### config.mk
export PLATFORM = sky130hd
export DESIGN_NAME = exec_sequencer
export DESIGN_NICKNAME = d
export VERILOG_FILES = /design/src/rtl/exec_sequencer.sv
export SDC_FILE = /design/constraint.sdc
export NUM_CORES = 1
export LEC_CHECK = 0
export CAP_MARGIN = 20
export CORE_ASPECT_RATIO = 2
export CORE_MARGIN = 10
export CORE_UTILIZATION = 35
export CTS_BUF_LIST = sky130_fd_sc_hd__clkbuf_16
export DETAILED_ROUTE_END_ITERATION = 7
export HOLD_SLACK_MARGIN = 0.15
export PLACE_DENSITY_LB_ADDON = 0.2
export SLEW_MARGIN = 20
export SYNTH_ARGS = -nofsm -noshare
export SYNTH_HDL_FRONTEND = slang
export SYNTH_SLANG_ARGS = --single-unit
### constraint.sdc
create_clock -name clk -period 2.55 [get_ports clk]
set_input_delay 0.51 -clock clk [delete_from_list [all_inputs] [get_ports clk]]
set_output_delay 0.51 -clock clk [all_outputs]
set_load 0.01 [all_outputs]
### src/rtl/exec_sequencer.sv
// Multi-cycle control sequencer for the RV32I execute stage.
// Latches one instruction, decodes it, and steps it through EXEC, MEM and WB.
module exec_sequencer #(
    parameter int unsigned MEM_TIMEOUT = 255
) (
    input  logic        clk,
    input  logic        rst_n,
    input  logic        instr_valid,
    output logic        instr_ready,
    input  logic [31:0] instr_in,
    output logic [31:0] instr,
    output logic [4:0]  rs1_addr,
    output logic [4:0]  rs2_addr,
    output logic [4:0]  rd_addr,
    output logic        reg_write_en,
    output logic [1:0]  imm_src,
    output logic        alu_src,
    output logic [3:0]  alu_control,
    input  logic        zero_flag,
    output logic        wb_sel,
    output logic        mem_req,
    output logic        mem_we,
    input  logic        mem_ack,
    output logic        branch_taken,
    output logic        instr_done,
    output logic        illegal_instr,
    output logic        mem_fault
);

    typedef enum logic [2:0] {
        S_IDLE, S_DECODE, S_EXEC, S_MEM, S_WB, S_TRAP
    } state_t;

    typedef enum logic [1:0] {
        K_ALU, K_LOAD, K_STORE, K_BRANCH
    } kind_t;

    localparam logic [6:0] OPC_OP     = 7'b0110011;
    localparam logic [6:0] OPC_OP_IMM = 7'b0010011;
    localparam logic [6:0] OPC_LOAD   = 7'b0000011;
    localparam logic [6:0] OPC_STORE  = 7'b0100011;
    localparam logic [6:0] OPC_BRANCH = 7'b1100011;

    localparam logic [3:0] ALU_ADD  = 4'b0000;
    localparam logic [3:0] ALU_SUB  = 4'b0001;
    localparam logic [3:0] ALU_AND  = 4'b0010;
    localparam logic [3:0] ALU_OR   = 4'b0011;
    localparam logic [3:0] ALU_XOR  = 4'b0100;
    localparam logic [3:0] ALU_SLL  = 4'b0101;
    localparam logic [3:0] ALU_SRL  = 4'b0110;
    localparam logic [3:0] ALU_SRA  = 4'b0111;
    localparam logic [3:0] ALU_SLT  = 4'b1000;
    localparam logic [3:0] ALU_SLTU = 4'b1001;

    localparam logic [7:0] LAST_WAIT = 8'(MEM_TIMEOUT - 1);

    state_t      state_q;
    kind_t       kind_q;
    logic [31:0] instr_q;
    logic [1:0]  imm_src_q;
    logic        alu_src_q;
    logic [3:0]  alu_ctrl_q;
    logic        wb_sel_q;
    logic        bne_q;
    logic [7:0]  wait_cnt_q;
    logic        illegal_q;
    logic        mem_fault_q;

    logic        dec_legal;
    kind_t       dec_kind;
    logic [3:0]  dec_alu;
    logic        dec_src;
    logic [1:0]  dec_imm;
    logic        dec_bne;

    logic [6:0]  opcode;
    logic [2:0]  funct3;
    logic [6:0]  funct7;

    assign opcode = instr_q[6:0];
    assign funct3 = instr_q[14:12];
    assign funct7 = instr_q[31:25];

    function automatic logic [3:0] alu_of_funct3(input logic [2:0] f3, input logic alt);
        case (f3)
            3'b000:  return alt ? ALU_SUB : ALU_ADD;
            3'b001:  return ALU_SLL;
            3'b010:  return ALU_SLT;
            3'b011:  return ALU_SLTU;
            3'b100:  return ALU_XOR;
            3'b101:  return alt ? ALU_SRA : ALU_SRL;
            3'b110:  return ALU_OR;
            default: return ALU_AND;
        endcase
    endfunction

    // NOTE: every signal gets a default first so no path through the case infers a latch.
    always_comb begin
        dec_legal = 1'b0;
        dec_kind  = K_ALU;
        dec_alu   = ALU_ADD;
        dec_src   = 1'b0;
        dec_imm   = 2'b00;
        dec_bne   = 1'b0;
        case (opcode)
            OPC_OP: begin
                dec_alu   = alu_of_funct3(funct3, funct7[5]);
                dec_legal = (funct7 == 7'b0000000) ||
                            (funct7 == 7'b0100000 && (funct3 == 3'b000 || funct3 == 3'b101));
            end
            OPC_OP_IMM: begin
                // Only the shift-right immediate reuses funct7[5]; ADDI never becomes SUB.
                dec_alu   = alu_of_funct3(funct3, funct7[5] && funct3 == 3'b101);
                dec_src   = 1'b1;
                if (funct3 == 3'b001)
                    dec_legal = (funct7 == 7'b0000000);
                else if (funct3 == 3'b101)
                    dec_legal = (funct7 == 7'b0000000) || (funct7 == 7'b0100000);
                else
                    dec_legal = 1'b1;
            end
            OPC_LOAD: begin
                dec_kind  = K_LOAD;
                dec_src   = 1'b1;
                dec_legal = (funct3 == 3'b010);
            end
            OPC_STORE: begin
                dec_kind  = K_STORE;
                dec_src   = 1'b1;
                dec_imm   = 2'b01;
                dec_legal = (funct3 == 3'b010);
            end
            OPC_BRANCH: begin
                dec_kind  = K_BRANCH;
                dec_alu   = ALU_SUB;
                dec_imm   = 2'b10;
                dec_bne   = funct3[0];
                dec_legal = (funct3 == 3'b000) || (funct3 == 3'b001);
            end
            default: dec_legal = 1'b0;
        endcase
    end

    // NOTE: sequential state uses non-blocking assignments so every register samples pre-edge values.
    always_ff @(posedge clk or negedge rst_n) begin
        if (!rst_n) begin
            state_q     <= S_IDLE;
            kind_q      <= K_ALU;
            instr_q     <= '0;
            imm_src_q   <= 2'b00;
            alu_src_q   <= 1'b0;
            alu_ctrl_q  <= ALU_ADD;
            wb_sel_q    <= 1'b0;
            bne_q       <= 1'b0;
            wait_cnt_q  <= '0;
            illegal_q   <= 1'b0;
            mem_fault_q <= 1'b0;
        end else begin
            case (state_q)
                S_IDLE: begin
                    if (instr_valid) begin
                        instr_q <= instr_in;
                        state_q <= S_DECODE;
                    end
                end
                S_DECODE: begin
                    if (!dec_legal) begin
                        illegal_q <= 1'b1;
                        state_q   <= S_TRAP;
                    end else begin
                        kind_q     <= dec_kind;
                        imm_src_q  <= dec_imm;
                        alu_src_q  <= dec_src;
                        alu_ctrl_q <= dec_alu;
                        wb_sel_q   <= (dec_kind == K_LOAD);
                        bne_q      <= dec_bne;
                        state_q    <= S_EXEC;
                    end
                end
                S_EXEC: begin
                    wait_cnt_q <= '0;
                    case (kind_q)
                        K_ALU:             state_q <= S_WB;
                        K_LOAD, K_STORE:   state_q <= S_MEM;
                        default:           state_q <= S_IDLE;
                    endcase
                end
                S_MEM: begin
                    if (mem_ack) begin
                        wait_cnt_q <= '0;
                        state_q    <= (kind_q == K_LOAD) ? S_WB : S_IDLE;
                    end else if (wait_cnt_q == LAST_WAIT) begin
                        mem_fault_q <= 1'b1;
                        wait_cnt_q  <= '0;
                        state_q     <= S_TRAP;
                    end else begin
                        wait_cnt_q <= wait_cnt_q + 8'd1;
                    end
                end
                S_WB:    state_q <= S_IDLE;
                S_TRAP:  state_q <= S_TRAP;
                default: state_q <= S_TRAP;
            endcase
        end
    end

    // Strobes are decoded from the state register; done/taken also fold in
    // the same-cycle ALU flag and memory acknowledge.
    assign instr_ready   = (state_q == S_IDLE);
    assign instr         = instr_q;
    assign rs1_addr      = instr_q[19:15];
    assign rs2_addr      = instr_q[24:20];
    assign rd_addr       = instr_q[11:7];
    assign imm_src       = imm_src_q;
    assign alu_src       = alu_src_q;
    assign alu_control   = alu_ctrl_q;
    assign wb_sel        = wb_sel_q;
    assign mem_req       = (state_q == S_MEM);
    assign mem_we        = mem_req && (kind_q == K_STORE);
    assign reg_write_en  = (state_q == S_WB) && (rd_addr != 5'd0);
    assign branch_taken  = (state_q == S_EXEC) && (kind_q == K_BRANCH) && (zero_flag ^ bne_q);
    assign instr_done    = (state_q == S_WB) ||
                           ((state_q == S_EXEC) && (kind_q == K_BRANCH)) ||
                           (mem_req && mem_ack && (kind_q == K_STORE));
    assign illegal_instr = illegal_q;
    assign mem_fault     = mem_fault_q;

endmodule

Yosys cells after proc, flatten, opt, wreduce, memory -nomap -nowiden
Cells that the tools add are included.
W data, S select, Z words.
- bits of input ports: 37
- word-level logic and storage cells: 90
- output and inout port bits: 63
- flip-flop bits (word level): 56
- bitwise operators: 3
- equality and inequality tests: 23
- multiplexer cells: 24
- add/subtract/negate cells: 1
- reduce and logical (&&, ||, !) cells: 28
- operator list (cell ; count):
    $pmux W4 S7 ; 2
    $eq A7 B6 Y1 const B ; 3
    $mux W8 ; 2
    $pmux W8 S2 ; 1
    $mux W3 ; 5
    $pmux W3 S5 ; 1
    $eq A3 B2 Y1 const B ; 4
    $eq A3 B3 Y1 const B ; 4
    $pmux W4 S3 ; 1
    $add A8 B1 Y8 const B ; 1
    $eq A8 B8 Y1 const B ; 1
    $logic_and A1 B1 Y1 ; 8
    $mux W1 ; 8
    $reduce_and A2 Y1 ; 4
    $eq A7 B2 Y1 const B ; 1
    $eq A7 B5 Y1 const B ; 1
    $eq A7 B7 Y1 const B ; 1
    $logic_not A7 Y1 ; 1
    $eq A3 B1 Y1 const B ; 2
    $logic_not A3 Y1 ; 2
    $logic_or A1 B1 Y1 ; 6
    $pmux W2 S3 ; 1
    $pmux W3 S2 ; 1
    $reduce_bool A5 Y1 ; 1
    other kinds (13) ; 17

Longest topological paths before layout
- depth in word-level cells: 7
- depth in mapped cells: 7
- gate-level depth less buffers: 7

Least setup slack after synthesis
Ideal clock, no wire load.
- kind: register to register
- start: register instr_q[14] (netlist: instr[14])
- end: register alu_ctrl_q[1] (netlist: alu_control[1])
- buffers on the path: 2
- path slack: 596 ps
- arrival: 1828 ps
- cell stages (with the launch flop): 8
- library setup time: 125 ps
- path through: dfrtp_1 -> buf_6 -> nor4b_2 -> a31oi_1 -> a211o_1 -> a31o_4 -> buf_6 -> mux2_4
- longest elaborated chain between the ends: 6
- elaborated cells between the ends (all ways): 18
- ends and longest elaborated chain (element ; RTL line ; source):
    start: declaration ; 59 ; logic [31:0] instr_q;
    start signal: assignment ; 162 ; instr_q <= instr_in;
    $eq A3 B3 Y1 / $logic_not A3 Y1 (equally long branches) ; -- ;
    $logic_or A1 B1 Y1 ; 109 ; (funct7 == 7'b0100000 && (funct3 == 3'b000 || funct3 == 3'b101));
    $logic_and A1 B1 Y1 ; 109 ;
    $logic_or A1 B1 Y1 ; 108 ; dec_legal = (funct7 == 7'b0000000) ||
    $pmux W1 S4 ; 105 ; case (opcode)
    $reduce_and A2 Y1 (no source line) ; -- ;
    end signal: assignment ; 174 ; alu_ctrl_q <= dec_alu;
    end: declaration ; 62 ; logic [3:0] alu_ctrl_q;
Several ways; a longest one is shown, not always the timed one.
A chain may end at the register's enable or synchronous reset.

Worst setup path in the final report
- start: input mem_ack
- end: output instr_done
- longest elaborated chain between the ends: 3
- ends and longest elaborated chain (element ; RTL line ; source):
    start: declaration ; 23 ; input logic mem_ack,
    $logic_and A1 B1 Y1 (2 in a row) ; 224 ; (mem_req && mem_ack && (kind_q == K_STORE));
    $logic_or A1 B1 Y1 ; 223 ; ((state_q == S_EXEC) && (kind_q == K_BRANCH)) ||
    end: declaration ; 25 ; output logic instr_done,
No other way between the ends.

==> impl_metrics.toml <==
[logic_synthesis]
synth-seq-area-share_pct = 50.3
synth-warning-count = 0
yosysTopAreaCell = "dfrtp_1"
synth_area_per_cell_um2 = 11.3
synth_cell_type_count = 42
ys_seq_elements = 56
async_flop_share_pct = 100
syn_inst = 246
synth_top_cell_area_share_pct = 50.3
synth_area_mm2 = 0.00279
synth_edf_count = 0
synthFlopType = "dfrtp_1"
syn-num-nets = 289
synth_area_leaders = "dfrtp_1, mux2_2, buf_4"

[timing]
rsz0062_at_grt = "no"
maxSlewHeadroom_pct = 44.9
period_share_pct = 92.9
worst_pin_slew_ns = 0.820
period_minus_slack_ns = 2.37
drv_slew = 0
setup_tns_ns = 0
setup_viol = 0
fmax_mhz = 422
hold_viol_final = 0
fin_worst_skew_ns = 0.00358

[pwr]
power.density_mw_per_mm2 = 829
power_frac_seq_pct = 39.8
clkPwrFrac_pct = 24.1
internal_power_w = 0.00229
leakage_nw = 1.66
pwr-share-comb_pct = 36.1
p_switching_w = 0.000988
peakVddDrop_mv = 0.468
swShare_pct = 30.1

[routing]
via_per_inst = 4.98
vias = 2130
wire_per_inst_um = 16.2
drc = 0
drt_iter0_drc = 159
drt_wl_total_um = 6940
drtPass1Iterations = 4
ant_nets = 0

[clocking]
cts_tree = "done"
hold_buffers = 0
cts.path.max_buffers = 2
clkTransAtPathRegs_ns = 0.07
cts_made_buffers = 5
cts_setup_buffers = 0
htree_levels = 2
insertion_delay_ns = 0.30
ctsResizeCount = 0
cts_root_buffer = "clkbuf_16"
clock_sinks = 56

[floorplanning]
rows = 46
core_mm2 = 0.00783
io_pins = 100
initial_core_util_pct = 35.6
die_x_um = 83.1
dieHeight_um = 146
die_area_mm2 = 0.0121

[critical_path]
cp_slowest_cell = "clkdlybuf4s50_1"
critPathKind = "input port to output port"
cpMostUsedCell = "clkdlybuf4s50_1"
crit_chain = "clkdlybuf4s50_1 > a31oi_1 > o21ai_0 > clkdlybuf4s50_1"
critical-path-max-stage-delay_ns = 0.56
reg2reg_depth = 5
cp.required_ns = 2.04
end_kind = "output port"
cp_max_fo = 4
crit_arrival_ns = 1.86
critPathLaunchType = "input port"

[final_layout]
final_cell_count_no_fill = 428
final_nets = 374
syn2layout_area_growth_pct = 41.9
drive_gt1_share_pct = 17.2
diodes = 0

[job]
cap_violations = 0

[placed_design]
hpwl_um = 5410
dpl.cell_count = 420
numPortBuffers = 99
place_congestion = 0.754

[global_route]
grtUsageMet1_pct = 12.7
grt_max_degree = 38
grt_usage_pct = 11.3
antenna_found_initial = 0
gr-usage-met3_pct = 5.13
gr-usage-met2_pct = 18.5
grt_pass1_wl_um = 11600
grt_pass1_vias = 2290
grt_busiest_layer = "met2"
gr-total-overflow = 0

[worst_hold_path]
hold_class = "input port to async pin"

[outcome]
status = "completed"
[layout make-up]
| class | count | area, um^2 |
|---|---|---|
| clock buffers | 5 | 125 |
| well taps | 96 | 120 |
| inverters | 5 | 18.8 |
| clock inverters | 3 | 46.3 |
| multi-input cells | 159 | 1190 |
| flip-flops and latches | 56 | 1400 |
| repair buffers | 104 | 1050 |
| fillers | 725 | 3870 |
[critical path, delay by kind of cell]
kind | cells | cell delay [ns]
AOI/OAI and AO/OA | 2 | 0.27
buffers and inverters | 2 | 1.09
[flip-flops by register name (all words and copies together), names as in the netlist]
name and flops:
state_q 3, illegal_instr 1, imm_src 2, bne_q 1, mem_fault 1, kind_q 2, wait_cnt_q 8, instr 32
wb_sel 1, alu_control 4, alu_src 1
[stage by stage]
stage	hold WS, ns	setup WS (ns)	power (W)	area [um^2]	utilization, %
global route	0.197	0.105	0.00348	3960	50.5
finish	0.172	0.181	0.00328	3960	50.5
global placement	0.439	0.208	0.00251	3780	48.3
floorplan	0.214	0.596	0.00189	2790	-
CTS	0.175	0.177	0.00334	3960	50.5
detailed placement	0.451	0.182	0.00253	3780	48.3
[cell families after synthesis]
group           synth area share [%]
flops                           50.3
xor+xnor                       0.943
fa+ha+maj                       2.69
buf+inv                         7.01
compound gates                  8.58
simple gates                    13.7
mux                             16.8
[per-layer routing]
metal / part of all wire, % / wire length, um
met4: 1.3 / 93
met2: 49 / 3380
met5: 0 / 0
met1: 41 / 2870
met3: 8.6 / 598
[synthesized netlist by cell type (2+ instances only)]
cell / number
nor2b_1: 4
clkbuf_1: 3
mux2_2: 34
mux2_4: 3
nor4_1: 2
o21ai_0: 12
nand2_1: 23
dfrtp_1: 56
o21bai_1: 2
xnor2_1: 2
a21oi_1: 5
mux2i_1: 4
and3_1: 6
and2_1: 2
a31oi_1: 5
nand3b_1: 2
ha_1: 6
buf_4: 15
nand2b_1: 3
buf_2: 6
inv_1: 5
nor2_1: 14
buf_6: 2
nand3_1: 4
a21o_1: 3
and4bb_2: 2
nor3_1: 6
[path summary, 6_finish.rpt]
kind	from	endpoint	slack [ns]
max	mem_ack	instr_done	0.18
min	rst_n	instr[21]$_DFFE_PN0P_	0.17
min reg2reg	mem_fault$_DFFE_PN0P_	mem_fault$_DFFE_PN0P_	0.47
min in group clk	mem_fault$_DFFE_PN0P_	mem_fault$_DFFE_PN0P_	0.47
max in group asynchronous	rst_n	alu_control[3]$_DFFE_PN0P_	1.80
max reg2reg	instr[14]$_DFFE_PN0P_	alu_control[1]$_DFFE_PN0P_	0.58
[power by group through the flow]
stage / clock network, W / logic (W) / registers [W]
after floorplan: 0 / 0.000554 / 0.00134
after CTS: 0.000817 / 0.00121 / 0.00131
after global routing: 0.000854 / 0.00128 / 0.00135
final: 0.000790 / 0.00118 / 0.00131
after detailed placement: 0 / 0.00120 / 0.00132
after global placement: 0 / 0.00120 / 0.00131
[cells in the final DEF (no fill, tap or decap), types with 2 or more instances in the layout]
cell,instances
dfrtp_1,56
a21oi_1,5
a31oi_1,5
mux2i_1,4
ha_1,6
nor4_1,2
mux2_4,3
and3_1,6
xnor2_1,2
nand3_1,4
clkbuf_16,5
inv_1,5
nor2_1,14
nand2_1,23
nand2b_1,3
and2_1,2
a21o_1,3
buf_12,2
o21bai_1,2
nor2b_1,4
nor3_1,5
o21ai_0,12
buf_4,3
clkdlybuf4s50_1,98
and4bb_2,2
nand3b_1,2
mux2_2,34
Power figures use the tool's default switching activity.
